[src/rtl/mult_div_unit.sv]
// Iterative 32-bit multiply/divide unit owning the HI/LO registers.
// Operations take 33 busy cycles: 32 shift-add / restoring-divide steps, then a sign fix-up.
module mult_div_unit (
  input  logic        clk,
  input  logic        reset,
  input  logic        start,
  input  logic [1:0]  op,
  input  logic [31:0] a,
  input  logic [31:0] b,
  input  logic        hi_we,
  input  logic        lo_we,
  input  logic [31:0] wdata,
  output logic        busy,
  output logic        done,
  output logic [31:0] hi,
  output logic [31:0] lo
);

  typedef enum logic [1:0] {IDLE, CALC, FIX} state_t;

  state_t      state;
  logic [1:0]  op_q;
  logic        neg_a;
  logic        neg_b;
  logic [4:0]  cnt;
  logic [63:0] acc;  // product, or {remainder, quotient}
  logic [63:0] sh;   // shifted multiplicand, or dividend shifting out MSB-first
  logic [31:0] opb;  // multiplier (shifts right) or divisor (static)

  logic        op_signed;
  logic [31:0] abs_a;
  logic [31:0] abs_b;
  logic        is_div;
  logic [32:0] div_shift;
  logic [33:0] div_diff;
  logic        div_ge;
  logic [63:0] acc_next;
  logic [63:0] prod_fix;
  logic [31:0] quo_fix;
  logic [31:0] rem_fix;

  assign op_signed = ~op[0];
  assign abs_a     = (op_signed && a[31]) ? 32'd0 - a : a;
  assign abs_b     = (op_signed && b[31]) ? 32'd0 - b : b;
  assign is_div    = op_q[1];

  // NOTE: every signal assigned here gets a value on every path, so no latch is inferred.
  always_comb begin
    div_shift = {acc[63:32], sh[31]};
    div_diff  = {1'b0, div_shift} - {2'b00, opb};
    div_ge    = ~div_diff[33];
    if (is_div)
      acc_next = {(div_ge ? div_diff[31:0] : div_shift[31:0]), acc[30:0], div_ge};
    else
      acc_next = acc + (opb[0] ? sh : 64'd0);

    prod_fix = (neg_a ^ neg_b) ? 64'd0 - acc : acc;
    quo_fix  = (neg_a ^ neg_b) ? 32'd0 - acc[31:0] : acc[31:0];
    rem_fix  = neg_a ? 32'd0 - acc[63:32] : acc[63:32];
    // With a zero divisor every step subtracts nothing, so the remainder is already a.
    if (opb == 32'd0)
      quo_fix = 32'hFFFF_FFFF;
  end

  // NOTE: sequential state uses non-blocking assignments so all registers update together.
  always_ff @(posedge clk or posedge reset) begin
    if (reset) begin
      state <= IDLE;
      op_q  <= 2'b00;
      neg_a <= 1'b0;
      neg_b <= 1'b0;
      cnt   <= 5'd0;
      acc   <= 64'd0;
      sh    <= 64'd0;
      opb   <= 32'd0;
      busy  <= 1'b0;
      done  <= 1'b0;
      hi    <= 32'd0;
      lo    <= 32'd0;
    end else begin
      done <= 1'b0;
      unique case (state)
        IDLE: begin
          if (start) begin
            op_q  <= op;
            neg_a <= op_signed & a[31];
            neg_b <= op_signed & b[31];
            sh    <= {32'd0, abs_a};
            opb   <= abs_b;
            acc   <= 64'd0;
            cnt   <= 5'd0;
            busy  <= 1'b1;
            state <= CALC;
          end else begin
            if (hi_we) hi <= wdata;
            if (lo_we) lo <= wdata;
          end
        end
        CALC: begin
          acc <= acc_next;
          sh  <= sh << 1;
          if (!is_div) opb <= opb >> 1;
          if (cnt == 5'd31) state <= FIX;
          else              cnt   <= cnt + 5'd1;
        end
        FIX: begin
          if (is_div) begin
            hi <= rem_fix;
            lo <= quo_fix;
          end else begin
            hi <= prod_fix[63:32];
            lo <= prod_fix[31:0];
          end
          cnt   <= 5'd0;
          done  <= 1'b1;
          busy  <= 1'b0;
          state <= IDLE;
        end
        default: state <= IDLE;
      endcase
    end
  end

endmodule
[config.mk]
export PLATFORM = sky130hd
export DESIGN_NAME = mult_div_unit
export DESIGN_NICKNAME = d
export VERILOG_FILES = /design/src/rtl/mult_div_unit.sv
export SDC_FILE = /design/constraint.sdc
export NUM_CORES = 1
export LEC_CHECK = 0
export BUFFER_PORTS_ARGS = -buffer_cell sky130_fd_sc_hd__buf_2
export CAP_MARGIN = 20
export CELL_PAD_IN_SITES_DETAIL_PLACEMENT = 1
export CELL_PAD_IN_SITES_GLOBAL_PLACEMENT = 2
export CORE_ASPECT_RATIO = 1.1
export CORE_MARGIN = 3
export CORE_UTILIZATION = 33
export DETAILED_ROUTE_END_ITERATION = 12
export MAX_ROUTING_LAYER = met4
export PLACE_DENSITY_LB_ADDON = 0.1
export SKIP_CTS_REPAIR_TIMING = 1
export SYNTH_ARGS = -nofsm -noshare
export SYNTH_HDL_FRONTEND = slang
export SYNTH_SLANG_ARGS = --single-unit
[constraint.sdc]
create_clock -name clk -period 7.5 [get_ports clk]
set_input_delay 1.5 -clock clk [delete_from_list [all_inputs] [get_ports clk]]
set_output_delay 1.5 -clock clk [all_outputs]
set_load 0.01 [all_outputs]
==> results of run 1 <==
## power groups by stage
stage | registers [mW] | clock network (mW) | logic, mW
after floorplan | 2.32 | 0 | 3.87
after global placement | 2.63 | 0 | 5.44
after detailed placement | 2.64 | 0 | 5.53
after CTS | 2.62 | 1.59 | 5.55
after global routing | 2.70 | 1.63 | 6.15
final | 2.63 | 1.55 | 5.52
## worst max-delay path by stage
stage | startpoint | endpoint | slack [ns]
2_1_floorplan | reset | acc[0] | 2.91
3_3_place_gp | opb[0] | acc[50] | 3.07
3_5_place_dp | opb[0] | acc[63] | 2.93
4_1_cts | opb[0] | acc[63] | 2.91
5_1_grt | opb[0] | acc[63] | 2.45
6_report | opb[0] | acc[63] | 2.88
## kinds of logic (layout without fill, tap and decap cells)
logic type	after synthesis	in the layout
flops	236	236
fa+ha+maj	104	104
other cells	0	1
buf+inv	223	330
compound gates	876	876
mux	10	10
xor+xnor	191	191
simple gates	738	738
## metal layers
layer / vias to the layer above / part of all wire, %
met5: - / 0
met4: 0 / 1.6
met3: 67 / 3.6
met2: 327 / 45
met1: 9057 / 50
li1: 8830 / -
## final cells by class
class                      instances  share of cell area [%]
multi-input combinational       1919                   56.81
clock buffer                      36                   3.817
clock inverter                    20                   1.032
timing repair buffer             191                   4.808
sequential                       236                   27.68
tap                              744                   4.362
inverter                          83                   1.478
antenna                            1                 0.01173
## stage by stage
stage	worst slack, ns	power (mW)	cells	instance area (um2)
2_1_floorplan	2.908	6.192	2378	18830
3_3_place_gp	3.072	8.068	3172	20290
3_5_place_dp	2.929	8.171	3173	20300
4_1_cts	2.906	9.763	3229	21340
5_1_grt	2.453	10.48	3230	21340
6_report	2.877	9.692	3230	21340
## cell usage after synthesis (31+ instances only)
master	n	area (um2)
a22oi_1	53	397.9
nor2_1	156	585.6
clkbuf_1	119	446.7
nor3_1	38	190.2
xor2_1	85	744.5
xnor2_1	106	928.4
nand2_1	269	1010
nand3_1	31	155.2
a21oi_1	218	1091
inv_1	82	307.8
a21o_1	47	352.8
dfrtp_1	236	5906
ha_1	102	1276
and2_1	72	450.4
o22ai_1	40	250.2
or3_1	36	225.2
a22o_1	45	394.1
o21ai_0	271	1356
## worst max-delay path: cells and delay by family (launching register included)
family | cells | cell delay (ns)
adder cells (fa/ha/maj) | 1 | 0.24
AO/OA/AOI/OAI | 10 | 3.10
flip-flops | 1 | 0.32
AND/OR/NAND/NOR | 1 | 0.20
buffers and inverters | 2 | 0.61
## state kept, by name, indices dropped and copies added, names as in the netlist
signal / count
acc: 64
sh: 64
hi: 32
lo: 32
opb: 32
cnt: 5
state: 2
busy: 1
done: 1
neg_a: 1
neg_b: 1
op_q: 1
==> flow_metrics.tcl, run 1 <==
set metrics [dict create \
    synthArstFlopShare_pct 100.0 \
    die_x_um 233.7 \
    gp_congestion 0.9001 \
    wl_per_cell_um 22.75 \
    hpwlAfterDp_um 56930 \
    gr-total-overflow 0 \
    hold_depth 2 \
    synth_fa_ha_area_share_pct 6.991 \
    met3_usage_pct 1.800 \
    worstPathRequired_ns 7.96 \
    num_vias 18280 \
    netlist_instances 2378 \
    finClkSkew_ns 0.01584 \
    fp.dieH_um 256.5 \
    num_rows 91 \
    r2r_end "acc[63]" \
    cts_buffers 30 \
    grt_usage_pct 24.70 \
    grt_setup_unrepaired "no" \
    finalCritPeriodShare_pct 61.64 \
    synth_cell_types 81 \
    final-hold-violation-count 0 \
    outcome "completed" \
    hold_slack_ns 0.4728 \
    met1_usage_pct 36.24 \
    grtUsageMet2_pct 37.72 \
    mostFrequentLayoutCells "o21ai_0, nand2_1, dfrtp_1, a21oi_1, buf_2" \
    drt-total-wl_um 73470 \
    yosys.area_share.simple_pct 18.89 \
    pwr-share-clk_pct 15.9 \
    synthMuxAreaShare_pct 0.5316 \
    fillers 6826 \
    timing.slew.headroom_pct 27.27 \
    timing.reg2reg.worst_path_depth 14 \
    final_common_cell "o21ai_0" \
    clkSinkCount 236 \
    syn2layout_area_growth_pct 13.34 \
    syn_area_um2 18830 \
    min_from "lo[5]" \
    tightest_slew_ns 1.087 \
    internal-power_mw 4.821 \
    p_leak_nw 9.098 \
    whs_endpoint "lo[5]" \
    startpoint_type "register" \
    irDropWorstVdd_mv 0.1939 \
    postSynthAreaPerCell_um2 7.918 \
    busiest_layer "met2" \
    nets 2668 \
    swShare_pct 50.26 \
    fmax_mhz 216.3 \
    crit_type "reg2reg" \
    grt_pass1_vias 18650 \
    seq_area_frac_synth_pct 31.37 \
    cts_tree "built" \
    ctsHtreeMaxLevel 1 \
    hold_class "reg2reg" \
    multiInputGateArea_um2 12120 \
    r2r_slack_ns 2.88 \
    dr.first_iter.drc_count 1171 \
    slew_viol_final 0 \
    antenna_found_initial 2 \
    drc 0 \
    worst_setup_path_end_kind "register" \
    p_seq_share_pct 27.1 \
    ys_ff_latch 236 \
    core_area_um2 56250 \
    layout_min_cycle_time_ns 4.623 \
    drtAntennaViolNets 0 \
    cts.reportedPaths.clkPinSlew_ns 0.06 \
    max_stage_delay_ns 0.73 \
    synth_warnings 0 \
    viasPerCell 5.660 \
    start_util_pct 33.47 \
    register_area_um2 5907 \
    firstDrtPassIters 5 \
    final_layout_size_suffix_gt1_share_pct 11.27 \
    critPathSlowestCell "a31oi_1" \
    switching_power_mw 4.872 \
    grt_pass1_wl_um 114300 \
    combPwrFrac_pct 57.0 \
    insertion_delay_ns 0.59 \
    cap_violations 0 \
    fin_tns_setup_ns 0 \
    dieArea_um2 59960 \
    grt_max_degree 138 \
    worstPathCellList "buf_4, nand2_1, inv_1, ha_1, a211oi_1, o21a_1, o31a_1, o211ai_1, a31oi_1, o211ai_1, a311oi_1, o21ai_0, a31oi_1, o22ai_1" \
    pin_count 169 \
    reg2reg_from "opb[0]" \
    cts_root_buf "clkbuf_16" \
    synth_edf_count 0 \
    io_buffers 168 \
    utilization_pct 37.94 \
    path_max_fanout 68 \
    synth_ff_type "dfrtp_1" \
    setup_violations 0 \
    synth_compound_area_share_pct 28.82 \
    syn-num-nets 2585 \
    synthXorXnorAreaFrac_pct 8.885 \
    arrival_ns 5.08 \
    clock_path_buffers 3 \
    power_per_cell_area_nw_per_um2 454.2 \
    synth_top_family_by_area "compound AO/OA/AOI/OAI gates" \
]
(Power assumes the default switching activity.)
==> run 2, diff against run 1 <==
Settings changed: CORE_UTILIZATION 33 to 36.
Clock period 7.5 ns to 4.4 ns, I/O delays scaled along.
==> run 2 against run 1 <==
  * Clock power up 66%
  * Via count up 1.1%
  * Sequential power up 63%
  * Die area down 8.1%
  * Sequential cell count unchanged
  * Clock skew up 0.0046 ns
  * Highest routed layer unchanged
  * Combinational power up 79%
  * Register-to-register slack worse by 2.6 ns
  * First-iteration DRC count down 13%
  * Routed wire length up 0.92%
  * Worst setup slack worse by 2.6 ns
  * Total power up 73%
==> flow_metrics.tcl, run 2 (same netlist as run 1, synthesis figures left out) <==
set metrics [dict create \
    r2r_slack_ns 0.27 \
    swShare_pct 49.82 \
    crit_type "reg2reg" \
    hpwlAfterDp_um 58810 \
    combPwrFrac_pct 59.0 \
    fp.dieH_um 245.9 \
    cts_buffers 31 \
    timing.slew.headroom_pct 31.14 \
    syn2layout_area_growth_pct 14.96 \
    timing.reg2reg.worst_path_depth 12 \
    multiInputGateArea_um2 12140 \
    layout_min_cycle_time_ns 4.134 \
    nets 2716 \
    hold_depth 2 \
    irDropWorstVdd_mv 0.3684 \
    clkSinkCount 236 \
    final_cell_count_no_fill 3198 \
    grt_max_degree 81 \
    ctsHtreeMaxLevel 1 \
    mostFrequentLayoutCells "o21ai_0, nand2_1, dfrtp_1, a21oi_1, buf_2" \
    r2r_end "acc[47]" \
    finClkSkew_ns 0.02045 \
    register_area_um2 5907 \
    gp_congestion 0.9295 \
    startpoint_type "register" \
    p_seq_share_pct 25.6 \
    grt_usage_pct 27.28 \
    internal-power_mw 8.408 \
    start_util_pct 36.57 \
    dieArea_um2 55080 \
    cap_violations 0 \
    fmax_mhz 241.9 \
    cts_tree "built" \
    num_rows 87 \
    grt_setup_unrepaired "no" \
    dr.first_iter.drc_count 1022 \
    insertion_delay_ns 0.60 \
    whs_endpoint "hi[27]" \
    core_area_um2 51490 \
    grt_pass1_wl_um 115000 \
    grt_pass1_vias 18970 \
    num_vias 18490 \
    finalCritPeriodShare_pct 93.96 \
    io_buffers 168 \
    setup_violations 0 \
    arrival_ns 4.60 \
    pin_count 169 \
    dp.cells 3143 \
    antenna_found_initial 1 \
    drc 0 \
    viasPerCell 5.781 \
    hold_slack_ns 0.4707 \
    fillers 6269 \
    clock_path_buffers 3 \
    gr-total-overflow 0 \
    path_max_fanout 44 \
    die_x_um 224.1 \
    pwr-share-clk_pct 15.4 \
    outcome "completed" \
    final_common_cell "o21ai_0" \
    worst_setup_path_end_kind "register" \
    final-hold-violation-count 0 \
    switching_power_mw 8.349 \
    reg2reg_from "opb[0]" \
    firstDrtPassIters 5 \
    hold_class "reg2reg" \
    worstPathRequired_ns 4.86 \
    wl_per_cell_um 23.19 \
    cts.reportedPaths.clkPinSlew_ns 0.06 \
    tightest_slew_ns 1.031 \
    drtAntennaViolNets 0 \
    n_antenna_cell 0 \
    reg.largest.list "acc x64, sh x64" \
    finalPower_mw 16.76 \
    min_from "hi[27]" \
    power_per_cell_area_nw_per_um2 774.2 \
    cts_root_buf "clkbuf_16" \
    drt-total-wl_um 74150 \
    p_leak_nw 9.338 \
    slew_viol_final 0 \
    final_layout_size_suffix_gt1_share_pct 12.80 \
]
-- run 2: power by group through the flow --
stage	logic, mW	registers, mW	clock network (mW)
after floorplan	6.59	3.96	0
after global placement	9.65	4.30	0
after detailed placement	9.85	4.33	0
after CTS	9.90	4.29	2.63
after global routing	11.0	4.43	2.72
final	9.89	4.29	2.58
-- run 2: worst max path at each step --
stage / startpoint / to / cells past startpoint
global placement: opb[0] / acc[47] / 12
detailed placement: opb[0] / acc[47] / 12
finish: opb[0] / acc[47] / 12
CTS: opb[0] / acc[47] / 12
floorplan: reset / acc[0] / 1
global route: opb[0] / acc[60] / 14
-- run 2: layout make-up --
class                      count  area share [%]
inverter                      83           1.457
clock inverter                10          0.4914
multi-input combinational   1919           56.09
timing repair buffer         238           6.619
clock buffer                  45           4.197
tap                          667           3.856
sequential                   236           27.29
-- run 2: metal layers --
metal	wire length, um	track usage [%]	vias to the layer above
li1	-	-	8907
met1	36790	38.45	9179
met2	32900	42.15	317
met3	2885	3.259	84
met4	1577	6.003	0
met5	0	-	-
-- run 2: critical path, stage by stage, from the launching register on --
cell	delay, ns
dfrtp_1	0.52
buf_6	0.26
and2_1	0.18
ha_1	0.40
and2_1	0.18
nand3_1	0.12
or3_1	0.48
or4_1	0.54
nor4_2	0.41
or3_1	0.27
a221oi_1	0.11
xnor2_1	0.17
a221o_1	0.33
-- run 2: stage by stage --
step | cell area, um2 | TNS [ns] | worst slack, ns | util (%)
after detailed placement | 20600 | -0.1826 | -0.1826 | 40.02
after global routing | 21640 | 0 | 0.02049 | 42.04
after floorplan | 18830 | 0 | 0.4281 | -
after CTS | 21620 | -0.1870 | -0.1870 | 41.99
final | 21640 | 0 | 0.2656 | 42.04
after global placement | 20600 | -0.1834 | -0.1834 | 40.02
